$ cat src/rtl/process_scheduler_pkg.sv
// Shared types and defaults for the process scheduler, quantum counter and PC mux.
package process_scheduler_pkg;

    localparam int NPROC_DEFAULT = 4;
    localparam int PID_W_DEFAULT = $clog2(NPROC_DEFAULT);
    localparam int PC_W_DEFAULT  = 32;

    typedef enum logic [1:0] {
        ENTRY_FREE    = 2'd0,
        ENTRY_READY   = 2'd1,
        ENTRY_RUNNING = 2'd2,
        ENTRY_BLOCKED = 2'd3
    } entry_state_t;

    typedef enum logic [1:0] {
        FSM_IDLE   = 2'd0,
        FSM_RUN    = 2'd1,
        FSM_SELECT = 2'd2,
        FSM_LOAD   = 2'd3
    } fsm_state_t;

endpackage

$ cat src/rtl/process_scheduler_if.sv
// Event, create, I/O-completion and PC-load signals between the scheduler and its neighbours.
interface process_scheduler_if
    import process_scheduler_pkg::*;
#(
    parameter int PC_W  = PC_W_DEFAULT,
    parameter int PID_W = PID_W_DEFAULT
);
    logic             quantum_expired;
    logic             io_request;
    logic             proc_end;
    logic [PC_W-1:0]  saved_pc;
    logic             create_valid;
    logic [PC_W-1:0]  create_pc;
    logic             create_ready;
    logic             io_done_valid;
    logic [PID_W-1:0] io_done_pid;
    logic             pc_load;
    logic [PC_W-1:0]  pc_next;
    logic [PID_W-1:0] cur_pid;
    logic             cur_valid;
    logic             sched_busy;

    modport master (
        output quantum_expired, io_request, proc_end, saved_pc,
        output create_valid, create_pc, io_done_valid, io_done_pid,
        input  create_ready, pc_load, pc_next, cur_pid, cur_valid, sched_busy
    );

    modport slave (
        input  quantum_expired, io_request, proc_end, saved_pc,
        input  create_valid, create_pc, io_done_valid, io_done_pid,
        output create_ready, pc_load, pc_next, cur_pid, cur_valid, sched_busy
    );
endinterface

$ cat src/rtl/process_scheduler_rr_picker.sv
// Combinational round-robin search: first set bit of mask at or after start, wrapping.
module rr_picker
    import process_scheduler_pkg::*;
#(
    parameter int NPROC = NPROC_DEFAULT,
    parameter int PID_W = $clog2(NPROC)
) (
    input  logic [NPROC-1:0] mask,
    input  logic [PID_W-1:0] start,
    output logic             found,
    output logic [PID_W-1:0] pid
);
    logic [PID_W-1:0] idx;

    // Walk offsets from farthest to nearest so the nearest hit is the one kept.
    always_comb begin
        found = 1'b0;
        pid   = start;
        idx   = start;
        for (int k = NPROC - 1; k >= 0; k--) begin
            idx = start + PID_W'(k);
            if (mask[idx]) begin
                found = 1'b1;
                pid   = idx;
            end
        end
    end
endmodule

$ cat src/rtl/process_scheduler.sv
// Round-robin process scheduler: saves the interrupted PC, picks the next READY entry, loads fetch.
module process_scheduler
    import process_scheduler_pkg::*;
#(
    parameter int              NPROC = NPROC_DEFAULT,
    parameter int              PC_W  = PC_W_DEFAULT,
    parameter logic [PC_W-1:0] OS_PC = '0,
    parameter int              PID_W = $clog2(NPROC)
) (
    input logic                clock,
    input logic                reset,
    process_scheduler_if.slave sched_if
);
    fsm_state_t       fsm_reg, fsm_next;
    logic [PID_W-1:0] cur_pid_reg;
    logic             cur_valid_reg;
    logic [PC_W-1:0]  pc_next_reg;
    logic             sel_found_reg;
    logic [PID_W-1:0] sel_pid_reg;

    logic [NPROC-1:0] ready_mask;
    logic [NPROC-1:0] free_mask;
    logic [PC_W-1:0]  entry_pc [NPROC];

    logic             run_active;
    logic             ev_end, ev_io, ev_qe, ev_any;
    logic             create_fire;
    logic [PID_W-1:0] create_idx;
    logic [PID_W-1:0] pick_start;
    logic             pick_found;
    logic [PID_W-1:0] pick_pid;
    logic             pc_load_next;
    logic             busy_next;

    // One event per cycle, and only while a user process is actually running.
    assign run_active = (fsm_reg == FSM_RUN);
    assign ev_end     = run_active & sched_if.proc_end;
    assign ev_io      = run_active & ~sched_if.proc_end & sched_if.io_request;
    assign ev_qe      = run_active & ~sched_if.proc_end & ~sched_if.io_request
                        & sched_if.quantum_expired;
    assign ev_any     = ev_end | ev_io | ev_qe;

    assign create_fire = sched_if.create_valid & (|free_mask);

    always_comb begin
        create_idx = '0;
        for (int i = NPROC - 1; i >= 0; i--) begin
            if (free_mask[i]) create_idx = PID_W'(i);
        end
    end

    assign pick_start = cur_pid_reg + PID_W'(1);

    rr_picker #(
        .NPROC (NPROC),
        .PID_W (PID_W)
    ) u_rr_picker (
        .mask  (ready_mask),
        .start (pick_start),
        .found (pick_found),
        .pid   (pick_pid)
    );

    // Entry updates never collide: events hit the RUNNING entry, LOAD a READY one,
    // create a FREE one and io_done a BLOCKED one.
    genvar gi;
    for (gi = 0; gi < NPROC; gi++) begin : g_entry
        entry_state_t    state_reg;
        logic [PC_W-1:0] pc_reg;
        logic            is_cur, is_sel, is_create, is_io_done;

        assign is_cur     = (cur_pid_reg == PID_W'(gi));
        assign is_sel     = (fsm_reg == FSM_LOAD) & sel_found_reg & (sel_pid_reg == PID_W'(gi));
        assign is_create  = create_fire & (create_idx == PID_W'(gi));
        assign is_io_done = sched_if.io_done_valid & (sched_if.io_done_pid == PID_W'(gi))
                            & (state_reg == ENTRY_BLOCKED);

        always_ff @(posedge clock) begin
            if (reset) begin
                state_reg <= ENTRY_FREE;
                pc_reg    <= '0;
            end else if (is_cur && ev_end) begin
                state_reg <= ENTRY_FREE;
            end else if (is_cur && ev_io) begin
                state_reg <= ENTRY_BLOCKED;
                pc_reg    <= sched_if.saved_pc;
            end else if (is_cur && ev_qe) begin
                state_reg <= ENTRY_READY;
                pc_reg    <= sched_if.saved_pc;
            end else if (is_sel) begin
                state_reg <= ENTRY_RUNNING;
            end else if (is_create) begin
                state_reg <= ENTRY_READY;
                pc_reg    <= sched_if.create_pc;
            end else if (is_io_done) begin
                state_reg <= ENTRY_READY;
            end
        end

        assign ready_mask[gi] = (state_reg == ENTRY_READY);
        assign free_mask[gi]  = (state_reg == ENTRY_FREE);
        assign entry_pc[gi]   = pc_reg;
    end

    always_comb begin
        fsm_next     = fsm_reg;
        pc_load_next = 1'b0;
        busy_next    = 1'b0;
        unique case (fsm_reg)
            FSM_IDLE:   if (|ready_mask) fsm_next = FSM_SELECT;
            FSM_RUN:    if (ev_any) fsm_next = FSM_SELECT;
            FSM_SELECT: begin
                fsm_next  = FSM_LOAD;
                busy_next = 1'b1;
            end
            FSM_LOAD: begin
                fsm_next     = sel_found_reg ? FSM_RUN : FSM_IDLE;
                pc_load_next = 1'b1;
                busy_next    = 1'b1;
            end
            default:    fsm_next = FSM_IDLE;
        endcase
    end

    // The search result and its PC are captured leaving SELECT so pc_next is
    // already valid in the cycle pc_load is high; cur_pid follows at the end of LOAD.
    always_ff @(posedge clock) begin
        if (reset) begin
            fsm_reg       <= FSM_IDLE;
            cur_pid_reg   <= '0;
            cur_valid_reg <= 1'b0;
            pc_next_reg   <= OS_PC;
            sel_found_reg <= 1'b0;
            sel_pid_reg   <= '0;
        end else begin
            fsm_reg <= fsm_next;
            if (fsm_reg == FSM_SELECT) begin
                sel_found_reg <= pick_found;
                sel_pid_reg   <= pick_pid;
                pc_next_reg   <= pick_found ? entry_pc[pick_pid] : OS_PC;
            end
            if (fsm_reg == FSM_LOAD) begin
                cur_valid_reg <= sel_found_reg;
                if (sel_found_reg) cur_pid_reg <= sel_pid_reg;
            end
        end
    end

    assign sched_if.create_ready = |free_mask;
    assign sched_if.pc_load      = pc_load_next;
    assign sched_if.pc_next      = pc_next_reg;
    assign sched_if.cur_pid      = cur_pid_reg;
    assign sched_if.cur_valid    = cur_valid_reg;
    assign sched_if.sched_busy   = busy_next;

endmodule

$ cat src/flat_wrapper.sv
// flat-port wrapper written by rule: the top's interface ports become plain ports
module process_scheduler_flat import process_scheduler_pkg::*;
#(
    parameter int              NPROC = NPROC_DEFAULT,
    parameter int              PC_W  = PC_W_DEFAULT,
    parameter logic [PC_W-1:0] OS_PC = '0,
    parameter int              PID_W = $clog2(NPROC)
)
  (clock, reset, sched_if_quantum_expired, sched_if_io_request, sched_if_proc_end, sched_if_saved_pc, sched_if_create_valid, sched_if_create_pc, sched_if_io_done_valid, sched_if_io_done_pid, sched_if_create_ready, sched_if_pc_load, sched_if_pc_next, sched_if_cur_pid, sched_if_cur_valid, sched_if_sched_busy);
  process_scheduler_if #(.PC_W(PC_W), .PID_W(PID_W)) sched_if_i ();
  input logic clock;
  input logic reset;
  input wire logic [$bits(sched_if_i.quantum_expired)-1:0] sched_if_quantum_expired;
  input wire logic [$bits(sched_if_i.io_request)-1:0] sched_if_io_request;
  input wire logic [$bits(sched_if_i.proc_end)-1:0] sched_if_proc_end;
  input wire logic [$bits(sched_if_i.saved_pc)-1:0] sched_if_saved_pc;
  input wire logic [$bits(sched_if_i.create_valid)-1:0] sched_if_create_valid;
  input wire logic [$bits(sched_if_i.create_pc)-1:0] sched_if_create_pc;
  input wire logic [$bits(sched_if_i.io_done_valid)-1:0] sched_if_io_done_valid;
  input wire logic [$bits(sched_if_i.io_done_pid)-1:0] sched_if_io_done_pid;
  output wire logic [$bits(sched_if_i.create_ready)-1:0] sched_if_create_ready;
  output wire logic [$bits(sched_if_i.pc_load)-1:0] sched_if_pc_load;
  output wire logic [$bits(sched_if_i.pc_next)-1:0] sched_if_pc_next;
  output wire logic [$bits(sched_if_i.cur_pid)-1:0] sched_if_cur_pid;
  output wire logic [$bits(sched_if_i.cur_valid)-1:0] sched_if_cur_valid;
  output wire logic [$bits(sched_if_i.sched_busy)-1:0] sched_if_sched_busy;
  assign sched_if_i.quantum_expired = sched_if_quantum_expired;
  assign sched_if_i.io_request = sched_if_io_request;
  assign sched_if_i.proc_end = sched_if_proc_end;
  assign sched_if_i.saved_pc = sched_if_saved_pc;
  assign sched_if_i.create_valid = sched_if_create_valid;
  assign sched_if_i.create_pc = sched_if_create_pc;
  assign sched_if_i.io_done_valid = sched_if_io_done_valid;
  assign sched_if_i.io_done_pid = sched_if_io_done_pid;
  assign sched_if_create_ready = sched_if_i.create_ready;
  assign sched_if_pc_load = sched_if_i.pc_load;
  assign sched_if_pc_next = sched_if_i.pc_next;
  assign sched_if_cur_pid = sched_if_i.cur_pid;
  assign sched_if_cur_valid = sched_if_i.cur_valid;
  assign sched_if_sched_busy = sched_if_i.sched_busy;
  process_scheduler #(.NPROC(NPROC), .PC_W(PC_W), .OS_PC(OS_PC), .PID_W(PID_W)) u_core (.clock(clock), .reset(reset), .sched_if(sched_if_i));
endmodule
$ cat config.mk
export PLATFORM = sky130hd
export DESIGN_NAME = process_scheduler_flat
export DESIGN_NICKNAME = d
export VERILOG_FILES = /design/src/rtl/process_scheduler_pkg.sv /design/src/rtl/process_scheduler_if.sv /design/src/rtl/process_scheduler_rr_picker.sv /design/src/rtl/process_scheduler.sv /design/src/flat_wrapper.sv
export SDC_FILE = /design/constraint.sdc
export NUM_CORES = 1
export LEC_CHECK = 0
export CORE_UTILIZATION = 50
export CTS_CLUSTER_DIAMETER = 150
export DETAILED_ROUTE_END_ITERATION = 16
export GPL_TIMING_DRIVEN = 0
export PLACE_DENSITY = 0.76
export SLEW_MARGIN = 20
export SYNTH_ARGS = -nofsm -noshare
export SYNTH_HDL_FRONTEND = slang
export SYNTH_SLANG_ARGS = --single-unit
$ cat constraint.sdc
create_clock -name clock -period 1.9 [get_ports clock]
set_input_delay 0.38 -clock clock [delete_from_list [all_inputs] [get_ports clock]]
set_output_delay 0.38 -clock clock [all_outputs]
set_load 0.01 [all_outputs]
## Yosys cells after proc, flatten, opt, wreduce, memory -nomap -nowiden

Cells that the tools add are included.

- Bitwise gates (word level): 32
- Magnitude comparators: 5
- Reductions and logical operators: 42
- Add/sub/neg operators: 4
- Equality and inequality tests: 29
- Muxes and demuxes: 66

Operators by type and width:

| operator | number |
|---|---|
| $mux W32 | 19 |
| $bmux W32 S2 | 1 |
| $mux W2 | 30 |
| $eq A2 B2 Y1 const B | 14 |
| $and A1 B1 Y1 | 23 |
| $reduce_bool A5 Y1 | 4 |
| $eq A2 B1 Y1 const B | 9 |
| $logic_not A2 Y1 | 9 |
| $logic_and A1 B1 Y1 | 12 |
| $lt A2 B3 Y1 const B | 4 |
| $ne A3 B3 Y1 const B | 4 |
| $reduce_and A3 Y1 | 4 |
| $reduce_bool A3 Y1 | 4 |
| $mux W1 | 11 |
| $reduce_or A2 Y1 | 5 |
| $bmux W1 S2 | 4 |
| $pmux W2 S4 | 1 |
| $reduce_or A4 Y1 | 2 |
| $not A1 Y1 | 6 |
| $add A2 B1 Y2 const B | 2 |
| $add A2 B2 Y2 const B | 2 |
| $reduce_and A2 Y1 | 2 |
| $ge A3 B3 Y1 const B | 1 |
| $not A2 Y3 | 1 |
| 3 further kinds | 4 |

- Output and inout port bits: 38
- Logic and storage cells: 192
- Input port bits: 73
- Register bits: 176

## Logic depth before layout (Yosys ltp)

Gate-level depths: netlist of run 1.

- Depth after elaboration: 13
- Mapped depth: 8
- Depth with buffers taken out: 6

## Hierarchy

From an unflattened synthesis of run 1, not the netlist that was laid out.

- Cells, all modules: 891
- Area, all modules: 8834.7 um^2

By module, submodules not included:

| module | cells each | seq. area each (um^2) | area an instance (um^2) | times used |
|---|---|---|---|---|
| process_scheduler | 875 | 3523.4 | 8734.6 | 1 |
| rr_picker | 16 | 0.0 | 100.1 | 1 |

## Least setup slack after synthesis of run 1

No wires, ideal clock.

- Kind: register -> register
- From: reg u_core.cur_pid_reg[0], in the netlist u_core.sched_if.cur_pid[0]
- To: reg u_core.pc_next_reg[0], in the netlist u_core.sched_if.pc_next[0]
- Path slack: -275 ps
- Clock period less this slack: 2175 ps
- Stages on the path, launching flop included: 9
- Buffers on the path: 2
- Library setup time: 138 ps
- Data required time: 1762 ps
- Arrival time: 2037 ps
- Cell sequence: dfxtp_1 -> inv_1 -> ha_1 -> a21oi_1 -> o32a_1 -> buf_2 -> buf_2 -> mux2i_1 -> o221ai_1

- Cells in the longest elaborated chain, start to end: 13
- Elaborated cells between the ends (all ways): 25
- Classes of those cells: add/sub (4); mux (20); bitwise (1)

Ends and longest elaborated chain:

| item | RTL line | RTL |
|---|---|---|
| start: declaration | process_scheduler.sv:15 | `logic [PID_W-1:0] cur_pid_reg;` |
| start signal: assignment | process_scheduler.sv:144 | `if (sel_found_reg) cur_pid_reg <= sel_pid_reg;` |
| $add A2 B1 Y2 * | process_scheduler.sv:52 | `assign pick_start = cur_pid_reg + PID_W'(1);` |
| $add A2 B2 Y2 | process_scheduler_rr_picker.sv:21 | `idx = start + PID_W'(k);` |
| $bmux W1 S2 | process_scheduler_rr_picker.sv:22 | `if (mask[idx]) begin` |
| $mux W1 (not written as such) | process_scheduler_rr_picker.sv:22 |  |
| $mux W2 (4 in series) | process_scheduler_rr_picker.sv:22 |  |
| $not A2 Y3 (not written as such) | process_scheduler.sv:140 | `pc_next_reg <= pick_found ? entry_pc[pick_pid] : OS_PC;` |
| $bmux W32 S2 | process_scheduler.sv:140 |  |
| $mux W32 (not written as such) (2 in series) | process_scheduler.sv:140 |  |
| $mux W32 * | process_scheduler.sv:140 |  |
| end signal: assignment | process_scheduler.sv:140 |  |
| end: declaration | process_scheduler.sv:17 | `logic [PC_W-1:0] pc_next_reg;` |

Mark *: on every way between the ends. The rest lies on a longest branch, timed or not. The select of a mux whose other input is x is not followed.
A chain may end at the register's enable or synchronous reset.

## Final worst setup path of run 1

- From: reg u_core.cur_pid_reg[1], in the netlist u_core.sched_if.cur_pid[1]
- To: reg u_core.pc_next_reg[0], in the netlist u_core.sched_if.pc_next[0]

The elaborated chain is that of the path after synthesis.

==> out/metrics.yaml, run 1 <==
grtUsageTotal: 0.322
whs_ps: 462
crit_arrival_ps: 2390
synth_top_family_by_area: "multiplexers"
synth_cells: 881
synth_edf_count: 0
yosys-mux-area-fraction: 0.224
synthSimpleGateAreaFrac: 0.110
final_hold_viol_count: 0
slew_headroom: 0.342
drive_gt1_frac: 0.239
dp_slack_ps: -1340
h-tree-depth: 4
grt_max_degree: 17
nNetsFinal: 1133
drc: 0
root_buffer: "clkbuf_16"
violations: "negative setup slack"
grt_overflow: 0
grt_pass1_wl_um: 43700
worstPathMaxFanout: 5
report.final.slew_viol_count: 0
startpoint: "u_core.sched_if.cur_pid[1]"
ys_seq_area_frac: 0.412
synth_fa_ha_area_frac: 0.00585
place_hpwl_um: 16900
routed_wl_um: 30200
yosys_warnings: 0
first_iter_violations: 886
antenna_found_initial: 0
rows: 47
setup_tns_ps: -11740
min_period_ps: 2100
antenna_cells: 0
ios: 111
synth_ff_type: "dfxtp_1"
end_kind: "flop"
synth_area_per_cell_um2: 9.72
clockBufferDepth: 2
path_delay_family: "compound AO/OA/AOI/OAI gates"
io_buffers: 109
syn2layout_area_growth_pct: 41.6
cts.sinks: 176
ir_drop_mv: 0.806
synth_area_um2: 8560
powerDensity_nw_per_um2: 824
fp.dieW_um: 133
cp_data_required_time_ps: 2200
synth_compound_area_frac: 0.204
wl_per_cell_um: 23.5
holdCritStartpoint: "u_core.sched_if.pc_next[6]"
start_util: 0.514
finalCritPeriodShare: 1.10
worstReg2RegStart: "u_core.sched_if.cur_pid[1]"
critPathBufInv: 3
clk_transition_reported_paths_ps: 70
postRouteAntennaNets: 0
synth_fp_nets: 958
firstDrtPassIters: 6
fmax_ghz: 0.477
die_area_um2: 17700
cts_tree: "built"
cap_violations: 0
cpPeakStageDelay_ps: 430
worstSetupPathType: "reg2reg"
setup_viol_count_final: 127
crit_path_start_kind: "flop"
cp_slowest_cell: "o32a_4"
final_util: 0.728
cts_inserted_buffers: 17
setup_slack_ps: -196
core_area_um2: 16600
outcome: "finished, violations left"
grt_pass1_vias: 7988
gp_congestion: 0.890
reg2reg_setup_slack_ps: -200
synthArstFlopShare: 0
ys_ff_latch: 176
grt_setup_unrepaired: "true"
power_uw: 9990
routed_via_density: 6.41
p_leak_uw: 0.00493
synthDistinctLibCells: 47
largest_register_ffs: 128
die_height_um: 133
tightest_slew_ps: 986
crit_chain: "inv_4 -> ha_4 -> and3_4 -> o32a_4 -> clkbuf_16 -> buf_12 -> mux2i_1 -> o221ai_1"
yosys.area_share.xor_xnor: 0
skew_ps: 8.90
clock_latency_ps: 440
holdCritPathClass: "reg2reg"
vias: 8268
-- cell type report --
cell class	instances	area, µm²
buffer	74	706
clock buffer	22	474
clock inverter	10	156
fill	1108	4520
inverter	6	27.5
multi-input combinational	623	5140
sequential	176	3550
tap	220	275
timing repair buffer	158	1790
-- report_power, final --
part	internal [µW]	switching, µW
clock network	2300	1510
registers	3950	198
logic	927	1100
total	7180	2810
-- Yosys cell counts, drive strengths merged (2+ instances only) --
library cell / n / area (µm²)
mux2i: 192 / 1920
dfxtp: 176 / 3520
nor2: 144 / 541
a211oi: 131 / 1130
nand2: 44 / 165
buf: 38 / 213
clkbuf: 38 / 143
o221ai: 33 / 289
a21oi: 13 / 65.1
nand3: 9 / 45.0
inv: 6 / 22.5
nand2b: 6 / 37.5
ha: 4 / 50.1
nor2b: 4 / 25.0
a221oi: 3 / 78.8
nand4: 3 / 18.8
nor3: 3 / 15.0
o21ai: 3 / 15.0
a32o: 2 / 20.0
and2: 2 / 12.5
and3: 2 / 12.5
nand4b: 2 / 17.5
nor3b: 2 / 20.0
o21a: 2 / 15.0
o22ai: 2 / 12.5
-- worst paths after layout --
path,end,depth (start not counted)
max,u_core.sched_if.pc_next[0],8
min,u_core.sched_if.pc_next[6],2
min reg2reg,u_core.sched_if.pc_next[6],2
max reg2reg,u_core.sched_if.pc_next[0],8
-- worst register-to-register path, cell delays in order, from the launching register on --
cell and delay, ps:
dfxtp_4 380, inv_4 50, ha_4 260, and3_4 150, o32a_4 430, clkbuf_16 210, buf_12 160, mux2i_1 190
o221ai_1 140
-- through the flow --
stage	cell area, µm²	instances
5_1_grt	12100	1289
3_5_place_dp	9990	1210
6_report	12100	1289
4_1_cts	11600	1278
2_1_floorplan	8620	881
3_3_place_gp	9990	1210
-- routing by layer --
metal  track usage  routed length, µm
met1         0.400              12000
met2         0.523              14400
met3        0.0640               2370
met4         0.181               1490
met5             0                  0
-- cell usage in the layout (no fill, tap or decap), types with 10 or more instances in the layout --
cell               n
buf_12            20
clkdlybuf4s50_1  104
buf_4             28
o221ai_1          31
nand2_1           44
mux2i_1          171
nor2_1           126
clkbuf_16         21
clkbuf_1          20
mux2i_2           10
dfxtp_1          168
clkbuf_4          12
buf_6             18
a21oi_1           13
a211oi_2          45
a211oi_1          85
mux2i_4           11
-- repair_timing --
item	CTS	global route
pin swaps	43	21
hold buffers	0	0
cloned	11	4
resized for setup	168	84
setup buffers	26	11
endpoints found under the setup margin	168	164
-- cells by family (layout without fill, tap and decap cells) --
family,Yosys count,after routing
buffers and inverters,82,270
adders and majority gates,4,4
and+or+nand+nor,224,224
AOI/OAI and AO/OA,203,203
DFF,176,176
muxes,192,192
Power figures use the tool's default switching activity.
==> run 2, diff against run 1 <==
--- a/config.mk
+++ b/config.mk
@@ -5,11 +5,15 @@
 export SDC_FILE = /design/constraint.sdc
 export NUM_CORES = 1
 export LEC_CHECK = 0
-export CORE_UTILIZATION = 50
+export ABC_CLOCK_PERIOD_IN_PS = 1900
+export CELL_PAD_IN_SITES_DETAIL_PLACEMENT = 0
+export CELL_PAD_IN_SITES_GLOBAL_PLACEMENT = 1
+export CORE_UTILIZATION = 39
 export CTS_CLUSTER_DIAMETER = 150
 export DETAILED_ROUTE_END_ITERATION = 16
 export GPL_TIMING_DRIVEN = 0
-export PLACE_DENSITY = 0.76
+export PLACE_DENSITY_LB_ADDON = 0.1
+export SETUP_SLACK_MARGIN = 0.3
 export SLEW_MARGIN = 20
 export SYNTH_ARGS = -nofsm -noshare
 export SYNTH_HDL_FRONTEND = slang
==> run 2 against run 1 <==
Setup slack gained 72 ps. Wire length grew 4.3%. Critical path type unchanged. The run still ends with negative setup slack left. Sequential power is essentially flat. Fmax grew 3.6%. Largest power group unchanged. Final cell count grew 7.9%.
==> out/metrics.yaml, run 2 (synthesis results as in run 1) <==
report.final.slew_viol_count: 0
grt_overflow: 0
cp_data_required_time_ps: 2250
skew_ps: 9.25
layout_common_cells: "dfxtp_1, mux2i_1, a211oi_2"
first_iter_violations: 401
final_common_cell: "dfxtp_1"
place_hpwl_um: 18600
cpPeakStageDelay_ps: 390
routed_wl_um: 31500
postRouteAntennaNets: 0
cts_tree: "built"
rows: 53
grt_pass1_wl_um: 43900
start_util: 0.402
slew_headroom: 0.334
fmax_ghz: 0.494
powerDensity_nw_per_um2: 761
core_area_um2: 21300
crit_path_start_kind: "flop"
dp_cells: 1265
root_buffer: "clkbuf_16"
violations: "negative setup slack"
gp_congestion: 0.812
setup_tns_ps: -9090
grtUsageTotal: 0.263
crit_chain: "inv_6 -> ha_4 -> and3_4 -> o32a_4 -> buf_12 -> clkbuf_16 -> mux2i_4 -> o221ai_1"
cts_inserted_buffers: 17
nNetsFinal: 1180
routed_via_density: 5.72
antenna_cells: 0
cap_violations: 0
end_kind: "flop"
ios: 111
setup_viol_count_final: 145
worstPathMaxFanout: 8
crit_arrival_ps: 2370
hold_buffers: 0
wl_per_cell_um: 22.7
firstDrtPassIters: 5
io_buffers: 109
cp_slowest_cell: "dfxtp_4"
grt_max_degree: 17
fp.dieW_um: 150
antenna_found_initial: 0
clock_latency_ps: 440
cts.sinks: 176
clk_transition_reported_paths_ps: 70
die_height_um: 150
finalCritPeriodShare: 1.07
p_leak_uw: 0.00613
clockBufferDepth: 2
layout.cells.non_filler: 1391
vias: 7960
min_period_ps: 2020
drive_gt1_frac: 0.385
setup_slack_ps: -124
holdCritPathClass: "reg2reg"
largest_register_ffs: 128
power_uw: 10500
grt_pass1_vias: 7614
worstSetupPathType: "reg2reg"
final_hold_viol_count: 0
tightest_slew_ps: 999
grt_setup_unrepaired: "true"
drc: 0
syn2layout_area_growth_pct: 61.6
die_area_um2: 22500
h-tree-depth: 4
ir_drop_mv: 0.652
critPathBufInv: 3
path_delay_family: "compound AO/OA/AOI/OAI gates"
outcome: "finished, violations left"
## run 2: changes by cell type in the layout (fill, tap and decap cells not counted), moves of 33 or more
cell | before | now
a211oi_1 | 85 | 36
nor2_2 | 9 | 45
nor2_1 | 126 | 84
dlymetal6s2s_1 | 0 | 33
a211oi_2 | 45 | 94
clkdlybuf4s50_1 | 104 | 67
## run 2: tightest hold or removal path, delay by kind of cell, from the launching register on
| family | cells | cell delay (ps) |
|---|---|---|
| compound gates | 1 | 50 |
| simple gates | 1 | 50 |
| flops | 1 | 320 |
## run 2: stage by stage
step	setup WS (ps)	hold WS [ps]	util	cell area, µm²
after global placement	-1080	447	0.486	10400
after CTS	-91.1	466	0.572	12200
after floorplan	-35.3	464	-	8920
after global routing	-187	484	0.650	13800
final	-124	460	0.650	13800
after detailed placement	-1080	447	0.486	10400
## run 2: where the power goes
group / total [µW] / switching, µW / internal [µW]
registers: 4170 / 219 / 3950
logic: 2650 / 1290 / 1360
clock network: 3710 / 1620 / 2090
## run 2: metal layers
metal / up-vias / GRT usage / routed length, µm / part of all wire
met5: - / 0 / 0 / 0
li1: 3729 / - / - / -
met4: 0 / 0.0813 / 573 / 0.018
met1: 3970 / 0.353 / 14300 / 0.45
met3: 42 / 0.0330 / 1320 / 0.042
met2: 219 / 0.438 / 15300 / 0.49
## run 2: worst paths after layout
check	startpoint	depth (start not counted)	slack (ps)	end
hold reg to reg	u_core.sched_if.pc_next[17]	2	460	u_core.sched_if.pc_next[17]
hold / removal	u_core.sched_if.pc_next[17]	2	460	u_core.sched_if.pc_next[17]
setup reg to reg	u_core.sched_if.cur_pid[0]	8	-120	u_core.sched_if.pc_next[23]
setup / recovery	u_core.sched_if.cur_pid[0]	8	-120	u_core.sched_if.pc_next[23]
## run 2: layout make-up
class                      instances  area, µm²
clock buffer                      18        429
inverter                           6       30.0
tap                              275        344
multi-input combinational        623       5760
fill                            1674       7450
timing repair buffer             203       2620
clock inverter                    14        178
sequential                       176       3550
buffer                            76        927
## run 2: what timing repair did
| item | CTS | global route |
|---|---|---|
| cloned | 10 | 18 |
| setup buffers | 35 | 31 |
| pin swaps | 29 | 53 |
| endpoints found under the setup margin | 206 | 208 |
| resized for setup | 169 | 256 |
==> run 3, diff against run 2 <==
--- a/config.mk
+++ b/config.mk
@@ -8,9 +8,10 @@
 export ABC_CLOCK_PERIOD_IN_PS = 1900
 export CELL_PAD_IN_SITES_DETAIL_PLACEMENT = 0
 export CELL_PAD_IN_SITES_GLOBAL_PLACEMENT = 1
-export CORE_UTILIZATION = 39
+export CORE_UTILIZATION = 25
 export CTS_CLUSTER_DIAMETER = 150
 export DETAILED_ROUTE_END_ITERATION = 16
+export DONT_BUFFER_PORTS = 1
 export GPL_TIMING_DRIVEN = 0
 export PLACE_DENSITY_LB_ADDON = 0.1
 export SETUP_SLACK_MARGIN = 0.3
==> run 3 against run 2 <==
The run still ends with negative setup slack left. Sequential cell count stayed put. Clock power rose by 2%. Wire length is 9.9% higher. Final area is 12% lower. Highest routed layer unchanged. Sequential power hardly changed. Via count down 10%.
==> out/metrics.yaml, run 3 (synthesis results as in run 1) <==
outcome: "finished, violations left"
violations: "negative setup slack"
setup_tns_ps: -8070
drive_gt1_frac: 0.346
grt_pass1_wl_um: 49900
die_height_um: 187
grt_max_degree: 17
tightest_slew_ps: 928
report.final.slew_viol_count: 0
die_area_um2: 35000
path_delay_family: "compound AO/OA/AOI/OAI gates"
critPathBufInv: 4
r2r_cells: 9
first_iter_violations: 268
cts_inserted_buffers: 17
reg2reg_setup_slack_ps: -190
worstPathMaxFanout: 7
final_common_cell: "dfxtp_1"
antenna_found_initial: 0
crit_arrival_ps: 2410
hold_buffers: 0
power_uw: 10200
largest_register_ffs: 128
layout.cells.non_filler: 1426
gp_congestion: 0.733
root_buffer: "clkbuf_16"
cp_slowest_cell: "dfxtp_4"
core_area_um2: 33600
hold_end: "u_core.g_entry[3].pc_reg[24]"
whs_ps: 171
dp_cells: 1329
worstReg2RegEnd: "u_core.sched_if.pc_next[1]"
setup_slack_ps: -190
grtUsageTotal: 0.194
setup_viol_count_final: 115
grt_overflow: 0
p_leak_uw: 0.00483
clk_transition_reported_paths_ps: 70
cts.sinks: 176
rows: 67
crit_path_start_kind: "flop"
fp.dieW_um: 187
finalCritPeriodShare: 1.10
layout_common_cells: "dfxtp_1, mux2i_1, nor2_1"
cpPeakStageDelay_ps: 440
grt_pass1_vias: 7389
fmax_ghz: 0.478
postRouteAntennaNets: 0
syn2layout_area_growth_pct: 41.9
antenna_cells: 0
min_period_ps: 2090
ios: 111
nNetsFinal: 1042
wl_per_cell_um: 24.3
holdCritStartpoint: "sched_if_saved_pc[24]"
clock_latency_ps: 440
worstSetupPathType: "reg2reg"
h-tree-depth: 4
grt_setup_unrepaired: "true"
slew_headroom: 0.382
routed_via_density: 5.00
dp_slack_ps: -643
drc: 0
end_kind: "flop"
crit_chain: "inv_6 -> ha_4 -> and3_4 -> o32a_4 -> buf_6 -> buf_16 -> buf_8 -> mux2i_2 -> o221ai_1"
cap_violations: 0
cts_tree: "built"
routed_wl_um: 34700
powerDensity_nw_per_um2: 835
ir_drop_mv: 0.606
final_hold_viol_count: 0
worstReg2RegStart: "u_core.sched_if.cur_pid[0]"
holdPathStages: 2
clockBufferDepth: 2
skew_ps: 12.6
start_util: 0.255
cp_data_required_time_ps: 2220
place_hpwl_um: 22200
firstDrtPassIters: 4
io_buffers: 0
holdCritPathClass: "in2reg"
vias: 7137
run 3: per-layer routing:
layer	track usage	vias to the layer above	part of all wire
met5	0	-	0
met4	0.0388	0	0.011
met3	0.0463	20	0.046
met2	0.322	123	0.47
met1	0.254	3546	0.47
li1	-	3448	-
run 3: worst register-to-register path: cells and delay by family, from the launching register on:
family                   cells  cell delay [ps]
buffers and inverters        4              460
flip-flops                   1              440
adder cells (fa/ha/maj)      1              260
multiplexers                 1              190
AND/OR/NAND/NOR              1              150
AO/OA/AOI/OAI                2              470
run 3: power by group:
part / internal [µW] / switching (µW)
Combinational: 1080 / 1120
Sequential: 3950 / 227
Clock: 2120 / 1660
run 3: worst max-delay path by stage:
stage	from	end	slack [ps]	cells after the start
after CTS	u_core.sched_if.cur_pid[0]	u_core.sched_if.pc_next[29]	-180	8
final	u_core.sched_if.cur_pid[0]	u_core.sched_if.pc_next[1]	-190	9
after global routing	u_core.sched_if.cur_pid[0]	u_core.sched_if.pc_next[22]	-250	9
after floorplan	sched_if_create_valid	u_core.g_entry[2].pc_reg[21]	-40	6
after global placement	u_core.g_entry[3].state_reg[0]	u_core.sched_if.pc_next[14]	-640	6
after detailed placement	sched_if_proc_end	u_core.g_entry[1].pc_reg[16]	-640	5
run 3: area by class of cell:
cell class	count	area, µm²
tap	448	561
timing repair buffer	65	1010
multi-input combinational	623	5500
clock buffer	20	447
inverter	6	30.0
clock inverter	12	158
fill	3351	21500
buffer	76	897
sequential	176	3550
run 3: repair_timing:
action                     in CTS  in global routing
gates cloned                    9                  9
buffers inserted               31                 16
resized for setup             140                137
setup endpoints to repair     176                171
pin swaps                      17                 39
run 3: stage by stage:
step | util | area (µm²)
6_report | 0.361 | 12200
5_1_grt | 0.361 | 12200
4_1_cts | 0.334 | 11200
3_5_place_dp | 0.282 | 9480
3_3_place_gp | 0.282 | 9480
2_1_floorplan | - | 8920
